**config.mk**
```make
export PLATFORM = sky130hd
export DESIGN_NAME = neuron_weight_sequencer
export DESIGN_NICKNAME = d
export VERILOG_FILES = /design/src/rtl/neuron_weight_sequencer.sv
export SDC_FILE = /design/constraint.sdc
export NUM_CORES = 1
export LEC_CHECK = 0
export CAP_MARGIN = 10
export CORE_MARGIN = 2
export CORE_UTILIZATION = 31
export DETAILED_ROUTE_END_ITERATION = 10
export HOLD_SLACK_MARGIN = 0.15
export PLACE_DENSITY_LB_ADDON = 0.25
export SLEW_MARGIN = 25
export SYNTH_ARGS = -nofsm -noshare
export SYNTH_HDL_FRONTEND = slang
export SYNTH_SLANG_ARGS = --single-unit
```
**constraint.sdc**
```tcl
create_clock -name clk_i -period 1.5 [get_ports clk_i]
set_input_delay 0.15 -clock clk_i [delete_from_list [all_inputs] [get_ports clk_i]]
set_output_delay 0.15 -clock clk_i [all_outputs]
set_load 0.005 [all_outputs]
```
**src/rtl/neuron_weight_sequencer.sv**
```systemverilog
// rtl/neuron_weight_sequencer.sv - weight BRAM loader and sequential weight streamer for one neuron
module neuron_weight_sequencer #(
    parameter int DEPTH = 28,
    parameter int AW    = 5,
    parameter int DW    = 16
) (
    input  logic          clk_i,
    input  logic          rst_i,
    input  logic          ld_req_i,
    input  logic [AW-1:0] ld_addr_i,
    input  logic [DW-1:0] ld_data_i,
    output logic          ld_gnt_o,
    output logic          ld_err_o,
    input  logic          start_i,
    input  logic          stall_i,
    output logic          busy_o,
    output logic          w_valid_o,
    output logic [AW-1:0] w_idx_o,
    output logic [DW-1:0] w_data_o,
    output logic          done_o,
    output logic [AW-1:0] bram_addr_o,
    output logic [DW-1:0] bram_di_o,
    output logic          bram_en_o,
    output logic          bram_we_o,
    input  logic [DW-1:0] bram_do_i
);

    typedef enum logic [1:0] {
        IDLE   = 2'd0,
        STREAM = 2'd1,
        DRAIN  = 2'd2
    } state_t;

    // One extra bit so addresses up to 2**AW-1 compare correctly against DEPTH.
    localparam logic [AW:0]   DEPTH_X = (AW+1)'(DEPTH);
    localparam logic [AW-1:0] LAST    = AW'(DEPTH - 1);

    state_t        state_q, state_d;
    logic [AW-1:0] cnt_q, cnt_d;
    logic          pend_q, pend_d;
    logic          busy_q, w_valid_q, done_q, ld_err_q;
    logic [AW-1:0] w_idx_q;
    logic          grant, issue, addr_bad;

    // Next-state logic and combinational BRAM/handshake drive; reset forces everything idle.
    always_comb begin
        state_d     = state_q;
        cnt_d       = cnt_q;
        pend_d      = pend_q;
        grant       = 1'b0;
        issue       = 1'b0;
        bram_en_o   = 1'b0;
        bram_we_o   = 1'b0;
        bram_addr_o = '0;
        bram_di_o   = '0;
        addr_bad    = ({1'b0, ld_addr_i} >= DEPTH_X);
        if (!rst_i) begin
            case (state_q)
                IDLE: begin
                    if (ld_req_i) begin
                        // Loads win; a coincident start is remembered for later.
                        grant       = 1'b1;
                        bram_en_o   = !addr_bad;
                        bram_we_o   = !addr_bad;
                        bram_addr_o = ld_addr_i;
                        bram_di_o   = ld_data_i;
                        if (start_i) begin
                            pend_d = 1'b1;
                        end
                    end else if (start_i || pend_q) begin
                        state_d = STREAM;
                        pend_d  = 1'b0;
                        cnt_d   = '0;
                    end
                end
                STREAM: begin
                    if (!stall_i) begin
                        issue       = 1'b1;
                        bram_en_o   = 1'b1;
                        bram_addr_o = cnt_q;
                        if (cnt_q == LAST) begin
                            state_d = DRAIN;
                            cnt_d   = '0;
                        end else begin
                            cnt_d = cnt_q + 1'b1;
                        end
                    end
                end
                DRAIN: begin
                    state_d = IDLE;
                end
                default: begin
                    state_d = IDLE;
                end
            endcase
        end
    end

    // State register plus registered stream/status outputs aligned to the BRAM read latency.
    always_ff @(posedge clk_i) begin
        if (rst_i) begin
            state_q   <= IDLE;
            cnt_q     <= '0;
            pend_q    <= 1'b0;
            busy_q    <= 1'b0;
            w_valid_q <= 1'b0;
            w_idx_q   <= '0;
            done_q    <= 1'b0;
            ld_err_q  <= 1'b0;
        end else begin
            state_q   <= state_d;
            cnt_q     <= cnt_d;
            pend_q    <= pend_d;
            busy_q    <= (state_d != IDLE);
            w_valid_q <= issue;
            if (issue) begin
                w_idx_q <= cnt_q;
            end
            done_q    <= issue && (cnt_q == LAST);
            ld_err_q  <= grant && addr_bad;
        end
    end

    assign ld_gnt_o  = grant;
    assign ld_err_o  = ld_err_q;
    assign busy_o    = busy_q;
    assign w_valid_o = w_valid_q;
    assign w_idx_o   = w_idx_q;
    assign w_data_o  = bram_do_i;
    assign done_o    = done_q;

endmodule

```
==> impl_metrics.tcl, run 1 <==
set metrics [dict create \
    status "complete, but fails checks" \
    violations "setup timing" \
    initial_core_util_pct 32.80 \
    drt_iter0_drc 25 \
    vias 1127 \
    cts_buffers 3 \
    grt_max_degree 20 \
    worstMarginPinSlew_ns 0.2676 \
    slew_violations 0 \
    diodes 0 \
    syn_area_um2 1010 \
    path_class "reg -> out" \
    setup_violations 23 \
    grt_pass1_vias 995 \
    ant_nets 0 \
    path_clk_slew_ns 0.10 \
    htreeDepth 1 \
    r2r_start "state_q[0]" \
    cts_hold_buffers 0 \
    dr.pass1.iters 5 \
    path_cells "nor3b_4, and2b_2, buf_6, buf_6, and2_4, buf_6" \
    hp-class "in -> out" \
    hpwlAfterDp_um 2209 \
    ios 91 \
    peakVddDrop_mv 0.3735 \
    timing.rr.end "cnt_q[4]" \
    gp_congestion 0.8049 \
    cp-endpoint "bram_di_o[0]" \
    whs_ns 0.3000 \
    max-cap-violations 0 \
    critical_path_required_ns 1.35 \
    insertion_delay_ns 0.30 \
    yosysTopAreaCell "dfxtp_1" \
    period_minus_slack_ns 1.705 \
    nNetsFinal 243 \
    synth_top_area_share_pct 33.71 \
    synth_area_per_cell_um2 7.951 \
    reg2regPathDepth 4 \
    core_area_um2 3078 \
    cts.sinks 17 \
    routedWlPerCell_um 13.61 \
    drt-total-wl_um 3308 \
    die_width_um 61.07 \
    grt_pass1_wl_um 4657 \
    io_buffers 58 \
    cp-end-kind "output port" \
    power-per-cell-area_nw_per_um2 572.7 \
    crit_top_cell "buf_6" \
    yosys_register_bits 17 \
    synth_cell_types 27 \
    cpPeakStageDelay_ns 0.37 \
    startpoint "state_q[0]" \
    areaGrowthSynthToFinish_pct 82.90 \
    finalHoldViolCount 0 \
    drc 0 \
    viasPerCell 4.638 \
    start_kind "register" \
    cts-root-buf "clkbuf_4" \
    power.leakage_nw 0.7849 \
    power_w 0.001058 \
    antenna_found_initial 0 \
    syn_inst 127 \
    timing.slew.headroom_pct 82.16 \
    tns_ns -3.122 \
    post-place-ws_ns -0.4000 \
    fmax_ghz 0.5865 \
    setup_ws_ns -0.2051 \
    grt_setup_unrepaired "true" \
    layout_common_cells "34 x clkdlybuf4s50_1, 23 x buf_6, 17 x buf_4" \
    fp.dieH_um 61.07 \
    synth_nets 170 \
    clock_path_buffers 2 \
    dieArea_um2 3730 \
    synth_warnings 0 \
    clock_skew_ns 0.003851 \
    crit_fanout 5 \
    rows 20 \
    critPathSlowestCell "dfxtp_4" \
    grt.overflow.total 0 \
    layout_commonest_cell "clkdlybuf4s50_1" \
    r2r_slack_ns 0.04 \
    synth_area_leaders "dfxtp_1 34%, buf_4 12%, and2_1 11%" \
    arrival_ns 1.56 \
    cts_tree "built" \
    fin_crit_sh_pct 113.7 \
    yosysSeqAreaShare_pct 33.71 \
    grtUsageTotal_pct 16.75 \
    drive_gt1_share_pct 45.73 \
]
[sequential cells by signal (all words and copies together), names as in the netlist]
name       cells
w_idx_o        5
state_q        2
pend_q         1
busy_o         1
cnt_q          5
ld_err_o       1
w_valid_o      1
done_o         1
[synthesized netlist by cell type]
cell type  number
nor3b_2         1
nor3b_4         1
or2_2           2
a22oi_2         1
buf_4          16
ha_1            1
nor3_1          4
o21bai_1        1
and2_1         17
nor3b_1         1
clkbuf_1        3
and2b_4         1
nand2_1        20
a31oi_1         1
buf_2           1
nand2b_4        1
nand3b_1        2
nand3_1         5
nand4b_1        2
nor2_1          4
dfxtp_1        17
or4_1           1
buf_6           1
o32ai_1         2
a21oi_1        17
clkbuf_2        1
nand2b_1        3
[layout make-up]
type / instances / area (um2)
clock buffer: 3 / 22.52
clock inverter: 1 / 5.005
fill: 278 / 1231
multi-input combinational: 91 / 624.3
sequential: 17 / 347.8
tap: 44 / 55.05
timing repair buffer: 87 / 792.0
[metrics by stage]
stage / area (um2) / std cells / utilization [%]
4_1_cts: 1777 / 240 / 57.72
3_5_place_dp: 1560 / 216 / 50.69
5_1_grt: 1847 / 243 / 60.00
6_report: 1847 / 243 / 60.00
3_3_place_gp: 1560 / 216 / 50.69
2_1_floorplan: 1010 / 127 / -
[worst max-delay path: cells and delay by family (launching register included)]
family	cells	cell delay, ns
simple gates	3	0.61
flops	1	0.37
buf+inv	3	0.27
[where the power goes]
| group | internal, W | switching (W) |
|---|---|---|
| Clock | 0.0000994 | 0.000154 |
| Sequential | 0.000459 | 0.00000792 |
| Combinational | 0.000219 | 0.000119 |
[worst min path at each step]
| stage | startpoint | cells past startpoint | slack [ns] | to |
|---|---|---|---|---|
| after floorplan | start_i | 2 | 0.30 | pend_q |
| after global placement | bram_do_i[12] | 0 | 0.30 | w_data_o[12] |
| after detailed placement | bram_do_i[12] | 0 | 0.30 | w_data_o[12] |
| after CTS | bram_do_i[12] | 0 | 0.30 | w_data_o[12] |
| after global routing | bram_do_i[1] | 0 | 0.30 | w_data_o[1] |
| final | bram_do_i[0] | 0 | 0.30 | w_data_o[0] |
[logic make-up after synthesis]
group / share of synthesized area [%]
simple gates: 37.17
compound gates: 12.76
fa+ha+maj: 1.239
buf+inv: 15.12
flops: 33.71
[timing repair]
action,CTS,global route
buffers inserted,17,4
pin swaps,20,10
endpoints found under the setup margin,24,28
cloned,3,0
resized for setup,139,12
[per-layer routing]
| metal | track usage (%) | vias to the layer above | share of wire [%] |
|---|---|---|---|
| li1 | - | 560 | - |
| met1 | 20.73 | 521 | 39 |
| met2 | 28.88 | 40 | 54 |
| met3 | 3.992 | 6 | 6.3 |
| met4 | 4.969 | 0 | 0.48 |
| met5 | 0 | - | 0 |
No activity file was read; power rests on OpenSTA's default activity.
==> run 2: changes to the inputs <==
--- a/config.mk
+++ b/config.mk
@@ -5,6 +5,7 @@
 export SDC_FILE = /design/constraint.sdc
 export NUM_CORES = 1
 export LEC_CHECK = 0
+export ABC_CLOCK_PERIOD_IN_PS = 1500
 export CAP_MARGIN = 10
 export CORE_MARGIN = 2
 export CORE_UTILIZATION = 31
==> results of run 2 <==
The final DEF is identical to that of run 1; final timing and power are the same.
==> run 3: changes to the inputs <==
--- a/config.mk
+++ b/config.mk
@@ -5,10 +5,11 @@
 export SDC_FILE = /design/constraint.sdc
 export NUM_CORES = 1
 export LEC_CHECK = 0
-export ABC_CLOCK_PERIOD_IN_PS = 1500
+export ABC_CLOCK_PERIOD_IN_PS = 1700
 export CAP_MARGIN = 10
 export CORE_MARGIN = 2
-export CORE_UTILIZATION = 31
+export CORE_UTILIZATION = 32
+export CTS_BUF_LIST = sky130_fd_sc_hd__clkbuf_4
 export DETAILED_ROUTE_END_ITERATION = 10
 export HOLD_SLACK_MARGIN = 0.15
 export PLACE_DENSITY_LB_ADDON = 0.25
==> constraint.sdc (replaced) <==
create_clock -name clk_i -period 1.7 [get_ports clk_i]
set_input_delay 0.17 -clock clk_i [delete_from_list [all_inputs] [get_ports clk_i]]
set_output_delay 0.17 -clock clk_i [all_outputs]
set_load 0.005 [all_outputs]
==> run 3 against run 2 <==
  * The run still ends with setup timing left
  * Worst hold slack improved by 0.040 ns
  * First-iteration DRC count rose by 56%
  * Via count rose by 1.7%
  * Combinational power fell by 5%
  * Clock-buffer cell count did not move
  * Sequential share of layout area fell by 0.62 points
  * Die area fell by 2.9%
  * Register-to-register slack barely moved
  * Critical path type unchanged
  * Critical endpoint is now bram_di_o[15]
==> impl_metrics.tcl, run 3 (synthesis gave the netlist of run 1 again) <==
set metrics [dict create \
    arrival_ns 1.69 \
    drt-total-wl_um 3306 \
    layout_common_cells "34 x clkdlybuf4s50_1, 32 x buf_6, 16 x and2_4, 16 x nand2_1, 16 x buf_4" \
    power.leakage_nw 0.7938 \
    start_kind "register" \
    timing.slew.headroom_pct 81.99 \
    cts.sinks 17 \
    cts_buffers 3 \
    setup_ws_ns -0.1563 \
    routedWlPerCell_um 13.49 \
    fin_crit_sh_pct 109.2 \
    grt_setup_unrepaired "true" \
    io_buffers 58 \
    cp-end-kind "output port" \
    setup_violations 14 \
    cts_tree "built" \
    highest_layer "met4" \
    drc 0 \
    critical_path_required_ns 1.53 \
    ant_nets 0 \
    tns_ns -0.9923 \
    place_area_um2 1568 \
    ios 91 \
    peakVddDrop_mv 0.4474 \
    cts-root-buf "clkbuf_4" \
    wl_met3_um 210 \
    drt_iter0_drc 39 \
    path_class "reg -> out" \
    grt_pass1_vias 994 \
    grtUsageTotal_pct 16.56 \
    fmax_ghz 0.5387 \
    path_clk_slew_ns 0.10 \
    die_width_um 60.17 \
    drive_gt1_share_pct 46.77 \
    max-cap-violations 0 \
    diodes 0 \
    violations "setup timing" \
    crit_fanout 5 \
    gp_congestion 0.7805 \
    dieArea_um2 3620 \
    status "complete, but fails checks" \
    power-per-cell-area_nw_per_um2 503.6 \
    stdcell_area_um2 1896 \
    cts_hold_buffers 0 \
    antenna_found_initial 0 \
    finalHoldViolCount 0 \
    grt.overflow.total 0 \
    wl_met1_um 1339 \
    clock_skew_ns 0.005882 \
    slew_violations 0 \
    clock_path_buffers 2 \
    worstMarginPinSlew_ns 0.2698 \
    areaGrowthSynthToFinish_pct 87.73 \
    route.met2.wl_um 1710 \
    layout_commonest_cell "clkdlybuf4s50_1" \
    period_minus_slack_ns 1.856 \
    vias 1146 \
    htreeDepth 1 \
    initial_core_util_pct 33.35 \
    viasPerCell 4.678 \
    insertion_delay_ns 0.29 \
    dr.pass1.iters 4 \
    grt_pass1_wl_um 4581 \
    grt_max_degree 19 \
    rows 20 \
    nNetsFinal 245 \
    hp-class "in -> out" \
    core_area_um2 3028 \
    fp.dieH_um 60.17 \
    hpwlAfterDp_um 2110 \
]
run 3: critical path, cell delays in order (launching register included):
cell and delay, ns:
dfxtp_4 0.37, nor3b_4 0.29, and2b_2 0.23, buf_6 0.11, buf_6 0.09, buf_4 0.09, and2_4 0.13, buf_6 0.08
run 3: stage by stage:
| step | total power [W] | cells | setup WS (ns) | util, % | hold slack (ns) |
|---|---|---|---|---|---|
| after floorplan | 0.0005328 | 127 | 0.3814 | - | 0.3199 |
| after global placement | 0.0006382 | 217 | -0.2067 | 51.78 | 0.3400 |
| after detailed placement | 0.0006421 | 217 | -0.2346 | 51.78 | 0.3400 |
| after CTS | 0.0008801 | 239 | -0.1933 | 56.32 | 0.3400 |
| after global routing | 0.0009976 | 245 | -0.2357 | 62.60 | 0.3400 |
| final | 0.0009546 | 245 | -0.1563 | 62.60 | 0.3400 |
run 3: worst paths after layout:
kind / start / to / slack [ns] / cells after the start
worst min-delay path: bram_do_i[0] / w_data_o[0] / 0.34 / 0
worst min register to register: w_idx_o[3] / w_idx_o[3] / 0.47 / 2
worst max register to register: state_q[1] / cnt_q[4] / 0.05 / 5
worst max-delay path: state_q[1] / bram_di_o[15] / -0.16 / 7
run 3: report_power, final:
part	switching, W	total, W	internal, W
clock	0.000135	0.000222	0.0000875
combinational	0.000110	0.000320	0.000210
sequential	0.00000681	0.000412	0.000405
total	0.000252	0.000955	0.000703
run 3: timing repair:
action | 4_1_cts | 5_1_grt
setup buffers | 15 | 7
endpoints found under the setup margin | 24 | 24
gates resized for setup | 35 | 117
gates cloned | 3 | 0
pin swaps | 3 | 19
run 3: layer usage:
| metal | GRT usage, % | vias to the layer above |
|---|---|---|
| li1 | - | 566 |
| met1 | 20.31 | 530 |
| met2 | 27.95 | 40 |
| met3 | 4.113 | 10 |
| met4 | 5.714 | 0 |
| met5 | 0 | - |
run 3: final cells by class:
cell class | count | area (um2)
timing repair buffer | 89 | 855.8
fill | 265 | 1132
tap | 44 | 55.05
clock buffer | 3 | 22.52
multi-input combinational | 91 | 611.8
sequential | 17 | 345.3
clock inverter | 1 | 5.005
